### src/rtl/instruction_fetch_unit_if.sv
// ----------------------------------------------------------------------------
// instruction_fetch_unit_if
//   Groups the IF-stage control, instruction-memory and IF/ID signals.
//   Names carry i_/o_ from the fetch unit's point of view.
//   Modports:
//     master : fetch unit side (drives imem request and IF/ID outputs)
//     slave  : environment side (hazard unit, EX redirect, imem, IF/ID)
//   Signals:
//     i_stall, i_branch_taken, i_branch_target[31:0]  hazard / EX controls
//     o_imem_read, o_imem_address[31:0]               memory request
//     i_imem_readdata[31:0], i_imem_busywait          memory response
//     o_instruction, o_pc_direct, o_pc_plus_4 [31:0]  to IF/ID
//     o_fetch_busywait                                0 = IF/ID may capture
// ----------------------------------------------------------------------------
interface instruction_fetch_unit_if;
    logic        i_stall;
    logic        i_branch_taken;
    logic [31:0] i_branch_target;
    logic        o_imem_read;
    logic [31:0] o_imem_address;
    logic [31:0] i_imem_readdata;
    logic        i_imem_busywait;
    logic [31:0] o_instruction;
    logic [31:0] o_pc_direct;
    logic [31:0] o_pc_plus_4;
    logic        o_fetch_busywait;

    modport master (
        input  i_stall, i_branch_taken, i_branch_target,
        input  i_imem_readdata, i_imem_busywait,
        output o_imem_read, o_imem_address,
        output o_instruction, o_pc_direct, o_pc_plus_4, o_fetch_busywait
    );

    modport slave (
        output i_stall, i_branch_taken, i_branch_target,
        output i_imem_readdata, i_imem_busywait,
        input  o_imem_read, o_imem_address,
        input  o_instruction, o_pc_direct, o_pc_plus_4, o_fetch_busywait
    );
endinterface

### src/rtl/instruction_fetch_unit.sv
// ----------------------------------------------------------------------------
// instruction_fetch_unit
//   IF stage: owns the PC, runs the instruction-memory read handshake and
//   presents {instruction, PC, PC+4} to the IF/ID register with a busywait.
//   Handles stalls, EX redirects and redirects arriving mid-access.
//   Ports:
//     i_clk    clock, all state updates on posedge
//     i_reset  synchronous active-high reset
//     bus      instruction_fetch_unit_if.master (controls, imem, IF/ID)
//
//   state    | meaning
//   ---------+-----------------------------------------------------------
//   S_REQ    | read request issued for PC; deliver word when memory is done
//   S_HOLD   | word captured during a stall; memory idle until stall drops
//   S_SQUASH | redirect arrived mid-access; drain it and drop the data
// ----------------------------------------------------------------------------
module instruction_fetch_unit #(
    parameter logic [31:0] RESET_PC  = 32'h0000_0000,
    parameter logic [31:0] NOP_INSTR = 32'h0000_0013
) (
    input  logic                      i_clk,
    input  logic                      i_reset,
    instruction_fetch_unit_if.master  bus
);

    typedef enum logic [1:0] {
        S_REQ    = 2'd0,
        S_HOLD   = 2'd1,
        S_SQUASH = 2'd2
    } state_t;

    state_t      r_state;
    logic [31:0] r_pc;
    logic [31:0] r_hold_instr;
    logic [31:0] r_redirect_pc;

    logic [31:0] w_target;
    logic [31:0] w_pc_plus_4;

    // Redirect targets are always word aligned.
    assign w_target    = bus.i_branch_target & ~32'd3;
    assign w_pc_plus_4 = r_pc + 32'd4;

    always_ff @(posedge i_clk) begin
        if (i_reset) begin
            r_state       <= S_REQ;
            r_pc          <= RESET_PC;
            r_hold_instr  <= NOP_INSTR;
            r_redirect_pc <= RESET_PC;
        end else begin
            case (r_state)
                S_REQ: begin
                    if (bus.i_branch_taken) begin
                        if (!bus.i_imem_busywait) begin
                            r_pc <= w_target;
                        end else begin
                            // Access still in flight: keep the address stable
                            // and remember where to go once it completes.
                            r_redirect_pc <= w_target;
                            r_state       <= S_SQUASH;
                        end
                    end else if (!bus.i_imem_busywait) begin
                        if (!bus.i_stall) begin
                            r_pc <= w_pc_plus_4;
                        end else begin
                            r_hold_instr <= bus.i_imem_readdata;
                            r_state      <= S_HOLD;
                        end
                    end
                end
                S_HOLD: begin
                    if (bus.i_branch_taken) begin
                        r_pc    <= w_target;
                        r_state <= S_REQ;
                    end else if (!bus.i_stall) begin
                        r_pc    <= w_pc_plus_4;
                        r_state <= S_REQ;
                    end
                end
                S_SQUASH: begin
                    if (bus.i_branch_taken) begin
                        r_redirect_pc <= w_target;
                    end
                    if (!bus.i_imem_busywait) begin
                        // A redirect in the completing cycle is the newest one.
                        r_pc    <= bus.i_branch_taken ? w_target : r_redirect_pc;
                        r_state <= S_REQ;
                    end
                end
                default: begin
                    r_state <= S_REQ;
                end
            endcase
        end
    end

    assign bus.o_imem_address = r_pc;
    assign bus.o_pc_direct    = r_pc;
    assign bus.o_pc_plus_4    = w_pc_plus_4;
    assign bus.o_imem_read    = !i_reset && (r_state != S_HOLD);

    // A redirect always pushes a bubble into IF/ID, even under a stall, so the
    // wrong-path word in ID is replaced.
    always_comb begin
        bus.o_instruction    = NOP_INSTR;
        bus.o_fetch_busywait = 1'b1;
        if (!i_reset) begin
            if (bus.i_branch_taken) begin
                bus.o_instruction    = NOP_INSTR;
                bus.o_fetch_busywait = 1'b0;
            end else if (r_state == S_REQ && !bus.i_imem_busywait && !bus.i_stall) begin
                bus.o_instruction    = bus.i_imem_readdata;
                bus.o_fetch_busywait = 1'b0;
            end else if (r_state == S_HOLD && !bus.i_stall) begin
                bus.o_instruction    = r_hold_instr;
                bus.o_fetch_busywait = 1'b0;
            end
        end
    end

endmodule
### src/flat_wrapper.sv
// flat-port wrapper written by rule: the top's interface ports become plain ports
module instruction_fetch_unit_flat 
#(
    parameter logic [31:0] RESET_PC  = 32'h0000_0000,
    parameter logic [31:0] NOP_INSTR = 32'h0000_0013
)
  (i_clk, i_reset, bus_i_stall, bus_i_branch_taken, bus_i_branch_target, bus_i_imem_readdata, bus_i_imem_busywait, bus_o_imem_read, bus_o_imem_address, bus_o_instruction, bus_o_pc_direct, bus_o_pc_plus_4, bus_o_fetch_busywait);
  instruction_fetch_unit_if bus_i ();
  input  logic i_clk;
  input  logic i_reset;
  input wire logic [$bits(bus_i.i_stall)-1:0] bus_i_stall;
  input wire logic [$bits(bus_i.i_branch_taken)-1:0] bus_i_branch_taken;
  input wire logic [$bits(bus_i.i_branch_target)-1:0] bus_i_branch_target;
  input wire logic [$bits(bus_i.i_imem_readdata)-1:0] bus_i_imem_readdata;
  input wire logic [$bits(bus_i.i_imem_busywait)-1:0] bus_i_imem_busywait;
  output wire logic [$bits(bus_i.o_imem_read)-1:0] bus_o_imem_read;
  output wire logic [$bits(bus_i.o_imem_address)-1:0] bus_o_imem_address;
  output wire logic [$bits(bus_i.o_instruction)-1:0] bus_o_instruction;
  output wire logic [$bits(bus_i.o_pc_direct)-1:0] bus_o_pc_direct;
  output wire logic [$bits(bus_i.o_pc_plus_4)-1:0] bus_o_pc_plus_4;
  output wire logic [$bits(bus_i.o_fetch_busywait)-1:0] bus_o_fetch_busywait;
  assign bus_i.i_stall = bus_i_stall;
  assign bus_i.i_branch_taken = bus_i_branch_taken;
  assign bus_i.i_branch_target = bus_i_branch_target;
  assign bus_i.i_imem_readdata = bus_i_imem_readdata;
  assign bus_i.i_imem_busywait = bus_i_imem_busywait;
  assign bus_o_imem_read = bus_i.o_imem_read;
  assign bus_o_imem_address = bus_i.o_imem_address;
  assign bus_o_instruction = bus_i.o_instruction;
  assign bus_o_pc_direct = bus_i.o_pc_direct;
  assign bus_o_pc_plus_4 = bus_i.o_pc_plus_4;
  assign bus_o_fetch_busywait = bus_i.o_fetch_busywait;
  instruction_fetch_unit #(.RESET_PC(RESET_PC), .NOP_INSTR(NOP_INSTR)) u_core (.i_clk(i_clk), .i_reset(i_reset), .bus(bus_i));
endmodule
### config.mk
export PLATFORM = sky130hd
export DESIGN_NAME = instruction_fetch_unit_flat
export DESIGN_NICKNAME = d
export VERILOG_FILES = /design/src/rtl/instruction_fetch_unit_if.sv /design/src/rtl/instruction_fetch_unit.sv /design/src/flat_wrapper.sv
export SDC_FILE = /design/constraint.sdc
export NUM_CORES = 1
export LEC_CHECK = 0
export ABC_AREA = 0
export CORE_UTILIZATION = 49
export DETAILED_ROUTE_END_ITERATION = 7
export HOLD_SLACK_MARGIN = 0.1
export PLACE_DENSITY = 0.83
export SLEW_MARGIN = 20
export SYNTH_ARGS = -nofsm -noshare
export SYNTH_HDL_FRONTEND = slang
export SYNTH_SLANG_ARGS = --single-unit
### constraint.sdc
create_clock -name i_clk -period 3.3 [get_ports i_clk]
set_clock_uncertainty 0.05 [all_clocks]
set_input_delay 0.66 -clock i_clk [delete_from_list [all_inputs] [get_ports i_clk]]
set_output_delay 0.66 -clock i_clk [all_outputs]
set_load 0.1 [all_outputs]
==> results.md <==
* Status: completed
* Pre-CTS setup slack at 0.314 ns
* Max Cap Violations at 0
* Worst setup margin at 0.0983 ns
* FP Rows at 38
* TritonCTS Buffers at 9
* Critical Path Source: u_core.bus.o_imem_address[7]
* Share of cells above drive strength 1 at 0.289
* Die width at between 100 and 150 µm
* Critical-path top delay cell: dfxtp_2
* Ys async rst share at 0
* Path depth of the worst reg2reg path at 5
* Hold WS at about 0.4 ns
* Crit-path max cell delay at 0.46 ns
* Reg-to-reg slack, setup at 1.09 ns
* Post-Syn Area at 5550 µm²
* Crit end category: output port
* Post-synth top flop: dfxtp_1
* # port buffers at 196
* Unrepaired setup endpoints after global routing: no
* N_diodes at 0
* Share of the synthesized area in the top cell type at 0.353
* HPWL Detailed at 13300 µm
* Worst hold start: u_core.r_redirect_pc[11]
* Initial antenna violation count at 0
* Seq/Total Area, Yosys at 0.353
* Seq pwr share at 0.362
* Die H at 108 µm
* CTS max path bufs at 2
* Router iterations before antenna repair at 5
* Post-Synthesis Cells at 761
* CTS tree: built
* Initial Util at 0.508
* I/O Pins at 199
* Crit Path Category: register to output port
* CP startpoint kind: register
* Grt total ovfl at 0
* Worst slew pin tran at slightly above 0.9 ns
* Post-CTS setup buffers at 2
* P_int at 0.00218 W
* Remaining antenna violation count after routing at 0
* Sw Ratio at 0.419
* R2r startpoint: u_core.bus.o_imem_address[12]
* H-tree Lvls at 3
* Hold Crit Class: register to register
* Post-synth EDFFs at 0
* Logic pwr share at 0.381
* Commonest cells in the netlist: 177 x nand2_1, 98 x dfxtp_1, 83 x a21oi_1
* Post-route minimum period at 3.20 ns
* Clk_lat worst skew at between 0.3 and 0.4 ns
* Number of global-route vias before repair at 6271
* Final hold viol count at 0
* Crit-path cells: nand4_4, or3_4, nor4_4, buf_4, nand3_1, xnor2_4, buf_12
* Unique masters post-synth at 61
* Fin nets at 971
* Drt first-iter violations at 392
* Gpl congestion at 0.960
* Via-per-instance ratio at just over 6
* Clock Root Buffer: clkbuf_16
* Pin count of the biggest net entering global routing at 56
* Syn. warnings at 0
* Synth top area cells: dfxtp_1 35%, nand2_1 12%, a21oi_1 7.5%
* Core Box Area at 10900 µm²
* Dpl cell area at 8190 µm²
* Vias at 6369
* Synthesized area per cell at roughly 7.3 µm²
* Switch Pwr at 0.00157 W
* Wirelength per Cell at 18.0 µm
* CP max FO at 9
* # setup viols final at 0
* Clock share of power at 0.256
* Post-route DRC at 0
* Post-CTS sizing at 0
* Final Max Tran Viols at 0
* Die area at 11800 µm²
* Cell Pwr Density at 443 nW/µm²
* Hold buffers post-CTS at 0
* Tot GR Track Use at 0.325
* Yosys top cell by area: dfxtp_1
* Number of synthesized register bits at 98
* Area grow syn2layout at 52.6%
* First-pass GRT wire length at 30300 µm
* Period utilization at 0.970
* Detailed Route WL at 18800 µm
* Cell with the most instances after synthesis: nand2_1
* Maximum VDD drop at 265 µV
* Critical path required time at 2.59 ns
* Filler instances at 772
* FMAX at 312 MHz
* Lkg Pwr at 3.24 nW
* Crit path arrival time at between 2 and 2.5 ns
* CTS sink count at 98
* Synth Net Count at 831
* Clk slew on worst S/H paths at 0.07 ns
* Slew Limit Headroom at 0.379
* Design area at approximately 8500 µm²
* Hold Path Depth at 2
area by class of cell:
| cell class | count | area, µm² | share of cell area |
|---|---|---|---|
| Clock buffer | 13 | 250 | 0.0295 |
| Clock inverter | 3 | 15.0 | 0.00177 |
| Inverter | 9 | 33.8 | 0.00399 |
| Multi-Input combinational cell | 562 | 3500 | 0.413 |
| Sequential cell | 98 | 2010 | 0.237 |
| Tap cell | 140 | 175 | 0.0207 |
| Timing Repair Buffer | 221 | 2490 | 0.294 |
power groups by stage:
stage / Clock [W] / Combinational [W] / Sequential, W
2_1_floorplan: 0 / 0.000850 / 0.00157
3_3_place_gp: 0 / 0.00140 / 0.00137
3_5_place_dp: 0 / 0.00143 / 0.00138
4_1_cts: 0.000968 / 0.00143 / 0.00136
5_1_grt: 0.00103 / 0.00148 / 0.00137
6_report: 0.000961 / 0.00143 / 0.00136
per-layer routing:
layer,track usage,up-vias,part of all wire
met4,0.174,0,0.027
li1,-,2943,-
met5,0,-,0
met1,0.379,2990,0.37
met3,0.0802,47,0.10
met2,0.548,389,0.50
final timing paths:
path / endpoint
worst max-delay path: bus_o_pc_plus_4[26]
worst max register to register: u_core.bus.o_imem_address[23]
worst min-delay path: u_core.r_redirect_pc[11]
worst min register to register: u_core.r_redirect_pc[11]
worst max-delay path: cells and delay by family, from the launching register on:
kind | cells | cell delay (ns)
and+or+nand+nor | 4 | 1.06
DFF | 1 | 0.46
buffers and inverters | 2 | 0.37
xor gates and xnor gates | 1 | 0.25
per-stage QoR:
stage           util  cells  total power, W  TNS, ns
3_3_place_gp   0.749   1028         0.00278        0
4_1_cts        0.775   1046         0.00375        0
5_1_grt        0.775   1046         0.00387        0
6_report       0.775   1046         0.00375        0
2_1_floorplan      -    761         0.00242   -0.103
3_5_place_dp   0.749   1028         0.00281        0
layout by cell type, fill, tap and decap left out, types with 15 or more instances in the layout:
cell             instances
dfxtp_2                 15
nor2_2                  29
nand3_1                 25
dfxtp_1                 75
a22oi_1                 31
nor2_1                  34
buf_4                  101
buf_12                  54
clkdlybuf4s50_1         64
o211ai_1                17
o21ai_0                 19
nand2_1                177
a21oi_1                 83
flip-flops by register name (all words and copies together) (netlist names):
signal,flops
u_core.bus.o_imem_address,32
u_core.r_hold_instr,32
u_core.r_redirect_pc,32
u_core.r_state,2
cells by family (layout without fill, tap and decap cells):
| family | count (synthesis) | in the layout | share of synthesized area |
|---|---|---|---|
| compound gates | 204 | 204 | 0.239 |
| xor+xnor | 28 | 28 | 0.0442 |
| buf+inv | 101 | 246 | 0.0924 |
| simple gates | 329 | 329 | 0.269 |
| flops | 98 | 98 | 0.353 |
| fa+ha+maj | 1 | 1 | 0.00225 |
No activity file was read; power rests on OpenSTA's default activity.
==> RTL edit 1 (same settings) <==
Re-encode `state_t` (3 states) as one-hot, 3 bits wide.
--- a/src/rtl/instruction_fetch_unit.sv
+++ b/src/rtl/instruction_fetch_unit.sv
@@ -23,10 +23,10 @@
     instruction_fetch_unit_if.master  bus
 );
 
-    typedef enum logic [1:0] {
-        S_REQ    = 2'd0,
-        S_HOLD   = 2'd1,
-        S_SQUASH = 2'd2
+    typedef enum logic [2:0] {
+        S_REQ    = 3'b001,
+        S_HOLD   = 3'b010,
+        S_SQUASH = 3'b100
     } state_t;
 
     state_t      r_state;
Check against the original RTL: no difference found for any inputs over 4 cycles, from zero or initial values and one cycle with i_reset high; so few cycles prove little.
==> RTL edit 1 against the unedited design <==
  * Sequential cell count increased by 1
  * Non-clock buffer count grew 10
  * Register-to-register slack worse by 0.33 ns
  * Setup slack gained 0.0097 ns
  * Area after synthesis grew 3.9%
  * Hold slack gained 0.0037 ns
  * Fmax is 0.30% higher
  * First-iteration DRC count up 21%
  * Critical path type is now in -> out
  * Count of clock-buffer cells in the layout did not move
  * Power down 2.5%
  * Core utilization is 0.27 points lower
  * Wire length up 1.7%
  * Design area increased by 4.0%
==> RTL edit 1: results <==
status:
  status: "finished, final reports clean"
cts:
  post_cts_buffers: 0
  clock-root-buffer: "clkbuf_16"
  clk_pin_slew_ns: 0.07
  clk_latency_ns: 0.35
  cts-htree-levels: 3
  clock_path_buffers: 2
  cts_inserted_buffers: 9
setup_path:
  ff2ff_setup_slack_ns: 0.76
  critical_path.max_fanout: 30
  cpPeakStageDelay_ns: 0.54
  reg2regPathDepth: 7
  crit_slowest_cell: "or4b_4"
  cp.arrival_ns: 2.48
  r2r_start: "u_core.r_state[2]$_SDFFE_PP0P_"
  reg2reg_to: "u_core.bus.o_imem_address[25]$_SDFFE_PP0P_"
logic_synthesis:
  synthXorXnorAreaFrac_pct: 4.102
  synthMuxAreaShare_pct: 5.383
  synth_area_leaders: "dfxtp_1 (34%), nand2_1 (7.9%), nor2_1 (6.4%)"
  syn_nets: 837
  synth-adder-area-share_pct: 0.2171
  synth_cell_types: 67
  synth_common_cells: "nand2_1 (121), dfxtp_1 (99), nor2_1 (99)"
  async_flop_share_pct: 0
  yosys_warnings: 0
  ys_seq_area_share_pct: 34.38
  synth_compound_area_share_pct: 20.58
route:
  drtIter0Drc: 475
  finalWirelength_um: 19150
  dr.pass1.iters: 5
  via_count: 6339
global_route:
  track_usage_pct: 30.98
  grt_max_degree: 48
  grt_pass1_vias: 6244
  antenna_found_initial: 1
  grt_pass1_wl_um: 30920
place:
  hpwl_um: 13880
  dp_slack_ns: 0.1171
  routabilityCongestion: 0.8595
cells_and_area:
  drive_gt1_share_pct: 30.79
  fin_nets: 981
  nFillCells: 799
sta:
  slew_headroom_pct: 46.59
hold_path:
  min_to: "u_core.r_hold_instr[20]$_SDFFE_PP0P_"
  min_from: "u_core.r_hold_instr[20]$_SDFFE_PP0P_"
  hp-class: "reg -> reg"
power_and_ir_drop:
  power_leakage_nw: 3.332
  ir_drop_uv: 333.1
==> RTL edit 1: cell count changes in the layout (fill, tap and decap cells not counted), moves of 6 or more <==
cell	before	now
mux2i_1	0	31
nand2_1	177	121
or3_1	2	8
a21oi_1	83	61
nand3_1	25	16
nor2_1	34	66
o21ai_0	19	39
and3_1	11	5
dfxtp_4	8	16
o211ai_1	17	8
==> RTL edit 1: layer usage <==
metal  up-vias  wire (µm)  part of all wire [%]  global-route usage [%]
li1       2947          -                     -                       -
met1      3030       7433                    39                   37.63
met2       313       9503                    50                   52.17
met3        49       1690                   8.8                   6.696
met4         0        527                   2.8                   14.40
met5         -          0                     0                       0
==> RTL edit 1: area by class of cell <==
type | instances | area [µm²] | share of cell area (%)
multi-input cells | 561 | 3618 | 41.06
repair buffers | 231 | 2633 | 29.87
flip-flops and latches | 99 | 2057 | 23.34
clock buffers | 13 | 271.5 | 3.081
well taps | 143 | 178.9 | 2.030
inverters | 9 | 33.78 | 0.3833
clock inverters | 3 | 18.77 | 0.2129
diodes | 1 | 2.502 | 0.02839
==> RTL edit 1: worst max-delay path by stage <==
stage	from	to	slack, ns	cells past startpoint
floorplan	u_core.bus.o_imem_address[19]$_SDFFE_PP0P_	bus_o_pc_plus_4[21]	-0.15	6
global placement	bus_i_imem_busywait	bus_o_instruction[3]	0.13	7
detailed placement	bus_i_imem_busywait	bus_o_instruction[8]	0.12	7
CTS	u_core.bus.o_imem_address[18]$_SDFFE_PP0P_	bus_o_pc_plus_4[31]	0.08	6
global route	bus_i_imem_busywait	bus_o_instruction[23]	0.02	7
finish	bus_i_imem_busywait	bus_o_instruction[23]	0.11	7
==> RTL edit 1: stage by stage <==
step / hold slack [ns] / setup TNS [ns] / util [%] / std cells / area, µm²
6_report: 0.4050 / 0 / 77.19 / 1060 / 8813
5_1_grt: 0.4276 / 0 / 77.16 / 1059 / 8811
4_1_cts: 0.4074 / 0 / 77.14 / 1059 / 8808
3_5_place_dp: 0.3983 / 0 / 74.60 / 1043 / 8518
3_3_place_gp: 0.3921 / 0 / 74.60 / 1043 / 8518
2_1_floorplan: 0.3860 / -0.1767 / - / 767 / 6221
==> RTL edit 1: power by group <==
part | switching, W | internal [W] | total, W
Clock | 0.000458 | 0.000578 | 0.00104
Combinational | 0.000886 | 0.000388 | 0.00127
Sequential | 0.0000908 | 0.00126 | 0.00135
Total | 0.00143 | 0.00222 | 0.00366
==> RTL edit 1: critical path: cells and delay by family <==
kind / cells / cell delay [ns]
simple gates: 3 / 0.86
buf+inv: 3 / 0.81
compound gates: 1 / 0.13
==> RTL edit 1: timing repair <==
action | 4_1_cts | 5_1_grt
endpoints found under the setup margin | 0 | 2
hold buffers | 0 | 0
resized for setup | 0 | 1
hold endpoints to repair | 0 | 0
==> RTL edit 2 (same settings) <==
Without the edit above. `NOP_INSTR` is set to 32'h0000_0013 in 2 places; all go to 32'h00000012.
--- a/src/rtl/instruction_fetch_unit.sv
+++ b/src/rtl/instruction_fetch_unit.sv
@@ -16,7 +16,7 @@
 // ----------------------------------------------------------------------------
 module instruction_fetch_unit #(
     parameter logic [31:0] RESET_PC  = 32'h0000_0000,
-    parameter logic [31:0] NOP_INSTR = 32'h0000_0013
+    parameter logic [31:0] NOP_INSTR = 32'h00000012
 ) (
     input  logic                      i_clk,
     input  logic                      i_reset,
--- a/src/flat_wrapper.sv
+++ b/src/flat_wrapper.sv
@@ -2,7 +2,7 @@
 module instruction_fetch_unit_flat 
 #(
     parameter logic [31:0] RESET_PC  = 32'h0000_0000,
-    parameter logic [31:0] NOP_INSTR = 32'h0000_0013
+    parameter logic [31:0] NOP_INSTR = 32'h00000012
 )
   (i_clk, i_reset, bus_i_stall, bus_i_branch_taken, bus_i_branch_target, bus_i_imem_readdata, bus_i_imem_busywait, bus_o_imem_read, bus_o_imem_address, bus_o_instruction, bus_o_pc_direct, bus_o_pc_plus_4, bus_o_fetch_busywait);
   instruction_fetch_unit_if bus_i ();
Behaviour: not the same (a bounded check fails within 4 cycles, from zero or initial values and one cycle with i_reset high).
==> RTL edit 2 against the unedited design <==
  * Area after synthesis about the same
  * Sequential cell count did not move
  * Clock power decreased by 0.7%
  * Power fell by 0.33%
  * Via count fell by 1.3%
  * Wire length shrank 3.1%
  * Combinational power about the same
  * Setup slack improved by 0.017 ns
  * Design area is 0.13% higher
  * Hold slack worse by 0.0019 ns
  * Critical path type unchanged
==> RTL edit 2: results <==
logic_synthesis:
  synth_area_leaders: "dfxtp_1 (35%), nand2_1 (12%), a21oi_1 (7.6%)"
  ys_seq_area_share_pct: 35.33
  syn_avg_cell_area_um2: 7.297
  synth-adder-area-share_pct: 0.2253
  synthXorXnorAreaFrac_pct: 4.416
setup_path:
  cpPeakStageDelay_ns: 0.39
  ff2ff_setup_slack_ns: 0.92
  cp.arrival_ns: 2.47
  crit_slowest_cell: "dfxtp_4"
  crit_start: "u_core.bus.o_imem_address[2]$_SDFFE_PP0P_"
sta:
  hold_ws_ns: 0.3994
  worstMarginPinSlew_ns: 0.9253
place:
  hpwl_um: 13070
  dp_slack_ns: 0.2969
power_and_ir_drop:
  power-per-cell-area_nw_per_um2: 440.8
  power_leakage_nw: 3.240
  clk-power_w: 0.000954
hold_path:
  min_to: "u_core.r_redirect_pc[20]$_SDFFE_PP0P_"
  min_from: "u_core.r_redirect_pc[20]$_SDFFE_PP0P_"
route:
  drtIter0Drc: 562
  via_count: 6285
global_route:
  grt_max_degree: 57
  grt_pass1_vias: 5802
  grt_pass1_wl_um: 28700
  track_usage_pct: 31.07
cells_and_area:
  finish.instance_area_um2: 8482
  nFillCells: 782
  drive_gt1_share_pct: 29.25
status:
  status: "finished, final reports clean"
==> RTL edit 2: metal layers <==
| layer | up-vias | wire length [µm] | GRT usage [%] |
|---|---|---|---|
| li1 | 2939 | - | - |
| met2 | 387 | 8859 | 51.04 |
| met3 | 36 | 1994 | 7.595 |
| met1 | 2923 | 6976 | 38.63 |
| met5 | - | 0 | 0 |
| met4 | 0 | 425 | 13.22 |
==> RTL edit 2: area by class of cell <==
cell class	instances	share of cell area (%)
Clock buffer	14	2.995
Clock inverter	1	0.05901
Inverter	9	0.3983
Multi-Input combinational cell	562	41.19
Sequential cell	98	23.71
Tap cell	140	2.065
Timing Repair Buffer	222	29.59
==> RTL edit 2: worst max-delay path, delay by kind of cell, from the launching register on <==
family,cells,cell delay [ns]
adder cells (fa/ha/maj),1,0.21
buffers and inverters,2,0.38
flip-flops,1,0.39
XOR/XNOR,1,0.24
AND/OR/NAND/NOR,4,0.91
